==> src/rtl/conv_win_feeder.sv <==
// conv_win_feeder: serially loads 7x7 weights plus bias and streams valid 7x7 pixel windows to a conv core.
// Optional macro CONV_FEED_STRIDE2_EN restricts output to even-offset (stride 2) windows.
module conv_win_feeder #(
    parameter int IMG_W = 28,
    parameter int IMG_H = 28,
    parameter int DATA  = 16,
    parameter int IMA   = 8,
    parameter int NUM   = 49
) (
    input  logic                 clk,
    input  logic                 rst_n,
    input  logic                 wei_clr,
    input  logic                 wei_wr,
    input  logic [DATA-1:0]      wei_din,
    output logic                 wei_loaded,
    input  logic                 sof,
    input  logic                 pix_valid,
    input  logic [IMA-1:0]       pix_in,
    output logic                 pix_ready,
    output logic [DATA*NUM-1:0]  wei,
    output logic [IMA*NUM-1:0]   ima,
    output logic [DATA-1:0]      bias,
    output logic                 enable,
    output logic                 frame_done
);
    localparam int CW = $clog2(IMG_W);
    localparam int RW = $clog2(IMG_H);
    localparam logic [CW-1:0] LAST_C = CW'(IMG_W - 1);
    localparam logic [RW-1:0] LAST_R = RW'(IMG_H - 1);
    localparam logic [CW-1:0] SIX_C  = CW'(6);
    localparam logic [RW-1:0] SIX_R  = RW'(6);
    localparam logic [5:0]    IDX_B  = 6'(NUM);
`ifdef CONV_FEED_STRIDE2_EN
    localparam logic [CW-1:0] DONE_C = CW'(6 + 2 * ((IMG_W - 7) / 2));
    localparam logic [RW-1:0] DONE_R = RW'(6 + 2 * ((IMG_H - 7) / 2));
`else
    localparam logic [CW-1:0] DONE_C = LAST_C;
    localparam logic [RW-1:0] DONE_R = LAST_R;
`endif

    typedef enum logic [1:0] {EMPTY, LOAD, READY, STREAM} state_t;

    state_t                          r_state;
    logic [5:0]                      r_idx;
    logic [NUM-1:0][DATA-1:0]        r_wei;
    logic [DATA-1:0]                 r_bias;
    logic [NUM-1:0][IMA-1:0]         r_win;
    logic [5:0][IMG_W-1:0][IMA-1:0]  r_lb;
    logic [RW-1:0]                   r_row;
    logic [CW-1:0]                   r_col;
    logic                            r_en;
    logic                            r_done;

    logic                            w_take;
    logic                            w_last;
    logic                            w_hit;
    logic [RW-1:0]                   w_row;
    logic [CW-1:0]                   w_col;
    logic [6:0][IMA-1:0]             w_colv;

    // sof restarts the frame, so the accepted pixel is always treated as (0,0)
    assign w_take = pix_valid && (r_state == STREAM || (r_state == READY && sof));
    assign w_row  = sof ? '0 : r_row;
    assign w_col  = sof ? '0 : r_col;
    assign w_last = w_row == LAST_R && w_col == LAST_C;
`ifdef CONV_FEED_STRIDE2_EN
    assign w_hit  = w_row >= SIX_R && w_col >= SIX_C && !w_row[0] && !w_col[0];
`else
    assign w_hit  = w_row >= SIX_R && w_col >= SIX_C;
`endif

    always_comb begin
        for (int r = 0; r < 6; r++) w_colv[r] = r_lb[r][w_col];
        w_colv[6] = pix_in;
    end

    assign wei        = r_wei;
    assign ima        = r_win;
    assign bias       = r_bias;
    assign enable     = r_en;
    assign frame_done = r_done;
    assign wei_loaded = r_state == READY || r_state == STREAM;
    assign pix_ready  = r_state == READY || r_state == STREAM;

    always_ff @(posedge clk or negedge rst_n) begin
        if (!rst_n) begin
            r_state <= EMPTY;
            r_idx   <= '0;
            r_wei   <= '0;
            r_bias  <= '0;
            r_win   <= '0;
            r_lb    <= '0;
            r_row   <= '0;
            r_col   <= '0;
            r_en    <= 1'b0;
            r_done  <= 1'b0;
        end else begin
            r_en   <= w_take && w_hit;
            r_done <= w_take && w_row == DONE_R && w_col == DONE_C;
            if (wei_clr && r_state != STREAM) begin
                r_state <= EMPTY;
                r_idx   <= '0;
            end else if (wei_wr && (r_state == EMPTY || r_state == LOAD)) begin
                if (r_idx == IDX_B) r_bias <= wei_din;
                else r_wei[r_idx] <= wei_din;
                r_idx   <= r_idx + 6'd1;
                r_state <= r_idx == IDX_B ? READY : LOAD;
            end else if (w_take) begin
                r_state <= w_last ? READY : STREAM;
            end
            if (w_take) begin
                r_col <= w_col == LAST_C ? '0 : w_col + 1'b1;
                r_row <= w_col != LAST_C ? w_row : (w_row == LAST_R ? '0 : w_row + 1'b1);
                // window slides left; the fresh column (oldest line first) enters at c = 6
                for (int r = 0; r < 7; r++) begin
                    for (int c = 0; c < 6; c++) r_win[7*r+c] <= r_win[7*r+c+1];
                    r_win[7*r+6] <= w_colv[r];
                end
                for (int r = 0; r < 5; r++) r_lb[r][w_col] <= r_lb[r+1][w_col];
                r_lb[5][w_col] <= pix_in;
            end
        end
    end
endmodule
==> config.mk <==
export PLATFORM = sky130hd
export DESIGN_NAME = conv_win_feeder
export DESIGN_NICKNAME = d
export VERILOG_FILES = /design/src/rtl/conv_win_feeder.sv
export SDC_FILE = /design/constraint.sdc
export NUM_CORES = 2
export LEC_CHECK = 0
export ABC_AREA = 1
export CORE_ASPECT_RATIO = 0.5
export CORE_MARGIN = 5
export CORE_UTILIZATION = 47
export DETAILED_ROUTE_END_ITERATION = 16
export GPL_TIMING_DRIVEN = 1
export PLACE_DENSITY = 0.69
export SKIP_CTS_REPAIR_TIMING = 1
export SYNTH_ARGS = -nofsm -noshare
export SYNTH_HDL_FRONTEND = slang
export SYNTH_SLANG_ARGS = --single-unit
==> constraint.sdc <==
create_clock -name clk -period 7.9 [get_ports clk]
set_input_delay 2.37 -clock clk [delete_from_list [all_inputs] [get_ports clk]]
set_output_delay 2.37 -clock clk [all_outputs]
set_load 0.005 [all_outputs]
# Yosys cells after proc, flatten, opt, wreduce, memory -nomap -nowiden
# Cells that the tools add are included.
[word_totals] in_bits=30 elab_cells=346 ff_bits=2556 out_inout_bits=1196
[op_classes] mux=35 eq_ne=8 bitwise=2 order_cmp=6 reduce_logical=19 addsub=3
[op_table] op="224-bit bitwise mux" count=6
[op_table] op="784-bit bitwise mux" count=1
[op_table] op="8-bit binary-select mux with 5-bit select" count=6
[op_table] op="16-bit demux with 6-bit select" count=1
[op_table] op="8-bit 2-to-1 mux" count=7
[op_table] op="8-bit demux with 5-bit select" count=1
[op_table] op="5-bit 2-to-1 mux" count=5
[op_table] op="16-bit 2-to-1 mux" count=1
[op_table] op="6-bit 2-to-1 mux" count=2
[op_table] op="1-bit logical AND" count=11
[op_table] op="5-bit by 1-bit adder with 5-bit output, second input constant" count=2
[op_table] op="5-bit equality test, second input constant" count=2
[op_table] op="5-bit by 3-bit >= comparator with 1-bit output, second input constant" count=2
[op_table] op="2-bit 2-to-1 mux" count=4
[op_table] op="6-bit by 7-bit < comparator with 1-bit output, second input constant" count=1
[op_table] op="6-bit by 1-bit adder with 6-bit output, second input constant" count=1
[op_table] op="6-bit equality test, second input constant" count=1
[op_table] op="6-bit by 1-bit >= comparator with 1-bit output, second input constant" count=1
[op_table] op="5-bit by 6-bit < comparator with 1-bit output, second input constant" count=1
[op_table] op="3-bit AND reduction" count=2
[op_table] op="5-bit by 1-bit >= comparator with 1-bit output, second input constant" count=1
[op_table] op="5-bit != test, second input constant" count=1
[op_table] op="2-bit equality test, second input constant" count=2
[op_table] op="1-bit logical OR" count=3
[op_table] op="7 further kinds" count=8

# Logic depth before layout (Yosys ltp)
[logic_depth] word_depth=7 ltp_mapped=18 ltp_nobuf=14

# Worst setup path before layout
# OpenSTA, ideal clock, no wires.
[synth_timing] path_type="input-to-reg" start="in sof" end="reg r_lb[128] (netlist bit)" path_slack_ps=3458 cell_stages=14 setup_time_ps=66 t_arrival_ps=4376 path_buffers=7 required_ps=7834 path_cell_list="inv_4 > nand2_4 > buf_6 > buf_4 > buf_4 > buf_4 > clkbuf_1 > ha_1 > nand2_1 > nor2_1 > buf_2 > buf_1 > nand2_1 > nand2_1"
[synth_via] elab_chain_cells=6 word_cells_on_any_way=12 classes_between="order compare: 2; mux: 6; reduce/logical: 4"
[synth_rtl] item="from (decl)" line="16" rtl="input logic sof,"
[synth_rtl] item="5-bit 2-to-1 mux" line="64" rtl="assign w_col = sof ? '0 : r_col;"
[synth_rtl] item="5-bit by 6-bit < comparator with 1-bit output (not written as such) or 5-bit by 1-bit >= comparator with 1-bit output (tied branches)" line="119" rtl="for (int r = 0; r < 5; r++) r_lb[r][w_col] <= r_lb[r+1][w_col];"
[synth_rtl] item="1-bit logical AND (not written as such)" line="119"
[synth_rtl] item="8-bit 2-to-1 mux (not written as such)" line="119"
[synth_rtl] item="8-bit demux with 5-bit select" line="119"
[synth_rtl] item="224-bit bitwise mux" line="119"
[synth_rtl] item="to (signal, indexed assignment)" line="120" rtl="r_lb[5][w_col] <= pix_in;"
[synth_rtl] item="to (decl)" line="48" rtl="logic [5:0][IMG_W-1:0][IMA-1:0] r_lb;"
# Parallel ways exist; a longest one is shown, timed or not. The select of a mux whose other input is x is not followed.
# A chain may end at the register's enable or synchronous reset.

# Final worst setup path
[layout_timing] start="in sof" end="reg r_lb[244] (netlist bit)"
# Same word-level chain as after synthesis.

==> impl_results.md <==
* Status: finished clean
* Die area at 241,300 µm²
* Yosys top cell area share at 58.92%
* Hold WC Path Type: reg -> reg
* Routed vias/inst at 5.596
* P per Cell Area at 310.4 nW/µm²
* Cell count after synthesis at 13,410
* Fillers at 20,410
* Per-cell routed wire length at 25.34 µm
* RSZ-0062 raised after global routing: no
* Crit path time final at 6063 ps
* Area Overhead vs Synth at 20.50%
* Initial antenna violation count at 24
* Syn nets at 13,440
* Post-synth EDFFs at 0
* Crit path cell chain: clkdlybuf4s50_1 -> inv_4 -> nand2_8 -> buf_4 -> nand2_1 -> o211ai_1 -> nand3_1 -> nand3_1 -> nand3_1 -> buf_4 -> nand2_1 -> nand2_1
* Vias in the first global route at 90,130
* Worst Path Required at 8650 ps
* Worst Setup Slack, final at 1837 ps
* Setup TNS at 0 ps
* CTS Buf Count at 230
* CP arrival at 6820 ps
* Slew @ Worst Pin at 1373 ps
* Post-route cell area at 130,800 µm²
* Top Family by Delay on Critical Path: buffers and inverters
* Clock Path Buffers at 4
* Async SR Flop Fraction at 100.0%
* Worst-skew pair later-pin latency at 910 ps
* Drt total wl at 442.4 mm
* Crit path largest cell delay at 990 ps
* Layout Cells excl Fill at 17,460
* Port bufs at 1,225
* FF+latch count, synth at 2,556
* Max_cap viols at 0
* Starting Density at 47.37%
* Total track usage at 35.69%
* Crit-path max FO at 60
* Slew headroom at 8.440%
* Post-placement cell count at 17,040
* Core ar. at 229,200 µm²
* Final period util at 76.75%
* Clk sinks at 2,556
* Placed cell areas at 123,200 µm²
* Setup violators final at 0
* CP Buf/Inv Count at 4
* Mapped Area at 108,600 µm²
* Pleak at 66.19 nW
* Achievable Freq at 0.1649 GHz
* Root buffer selected by CTS: clkbuf_16
* Yosys Warn Count at 0
* Post-synth top flop: dfrtp_1
* Placer Congestion at 0.9215
* Final Max Slew Viols at 0
* CTS H-tree lvls at 4
* DP Wirelength at 273.7 mm
* Clock skew at 54.11 ps
* Die Y at 349.8 µm
* Hold_ws at 470.1 ps
* Post-synthesis sequential area ratio at 58.92%
* Hold Vio Cnt, Final at 0
* DRC at 0
* GRT overflow at 0
* Maximum number of pins on one net before global-route repair at 199
* Post-place setup slack at 1143 ps
* Commonest cells after routing, fill and taps aside: nand2_1, dfrtp_1, clkdlybuf4s50_1
* Post-layout util at 57.08%
* CP max stage cell: clkdlybuf4s50_1
* Unique cell type count in the Yosys netlist at 33
* Overall Power at 40.60 mW
* DIE WIDTH at 689.7 µm
* Layout Nets at 14,220
* Yosys top cell by area: dfrtp_1
* DRT Pass-1 Iters at 7
* Routed via count at 97,700
* Most area-consuming cells after synthesis: dfrtp_1, nand2_1, o21ai_0
* Maximum vdd ir drop at 0.0002183 V
* Mean Syn Cell Area at 8.095 µm²
* Drt first-iter violations at 14,920
* Post-route ant nets at 0
* CP Launch Type: input port
* I/O pins at 1,226
* CTS tree: built
* Most common cell after layout, fill and taps aside: nand2_1
* Crit Path Class: in -> reg
* Worst-path clk slew at 60 ps
* Worst Setup End Kind: flop
* Layout cells sized above 1 at 5.458%
* First-pass GRT wire length at 637.9 mm
* Row cnt at 124
report_power, final:
| part | internal [mW] | leakage [nW] | switching, mW |
|---|---|---|---|
| sequential | 15.2 | 34.7 | 1.59 |
| clock | 6.49 | 3.79 | 5.20 |
| combinational | 4.02 | 27.7 | 8.11 |
| total | 25.7 | 66.2 | 14.9 |
kinds of logic after synthesis:
logic type               synth area share, %
AND/OR/NAND/NOR                        27.90
buffers and inverters                  6.504
AO/OA/AOI/OAI                          6.622
XOR/XNOR                             0.01614
adder cells (fa/ha/maj)              0.03458
flip-flops                             58.92
layer usage:
layer	track usage, %	routed length, µm	up-vias
li1	-	-	42860
met1	48.40	170600	47510
met2	52.16	189500	6129
met3	10.64	55670	1197
met4	18.31	26530	2
met5	0	13	-
tightest hold or removal path, cell delays in order, from the launching register on:
cell and delay [ps]:
dfrtp_1 340, nand2_1 50, nand2_1 50
final timing paths:
kind	startpoint	endpoint	slack (ps)	cells past startpoint
worst max-delay path	sof	r_lb[244]	1840	12
worst min-delay path	ima[284]	ima[284]	470	2
worst max register to register	r_col[0]	r_lb[833]	3620	14
worst min register to register	ima[284]	ima[284]	470	2
max in group asynchronous	rst_n	r_lb[1120]	4600	2
min in group asynchronous	rst_n	r_lb[1049]	1520	1
final cells by class:
| type | instances | area, µm² | area share (%) |
|---|---|---|---|
| timing repair buffer | 1504 | 14870 | 11.37 |
| clock inverter | 67 | 788.3 | 0.6026 |
| sequential | 2556 | 63960 | 48.90 |
| multi-input combinational | 9188 | 37790 | 28.89 |
| tap | 3087 | 3862 | 2.953 |
| antenna | 9 | 22.52 | 0.01722 |
| inverter | 708 | 2669 | 2.040 |
| clock buffer | 341 | 6845 | 5.233 |
flip-flops by register name, summed over array words and instances (netlist names):
register and cells:
bias 16, ima 392, r_state 2, wei 784
enable 1, r_col 5, r_lb 1344, frame_done 1
r_idx 6, r_row 5
cell usage after synthesis (all sizes together), types with 8 or more instances:
| cell type | count |
|---|---|
| nand2 | 6918 |
| dfrtp | 2556 |
| o21ai | 1143 |
| inv | 708 |
| nand3 | 632 |
| clkbuf | 552 |
| buf | 407 |
| a21oi | 214 |
| nor2 | 158 |
| nand4 | 44 |
| o211ai | 39 |
| or2 | 13 |
| nor3 | 9 |
| o22ai | 8 |
(Power assumes the default switching activity.)
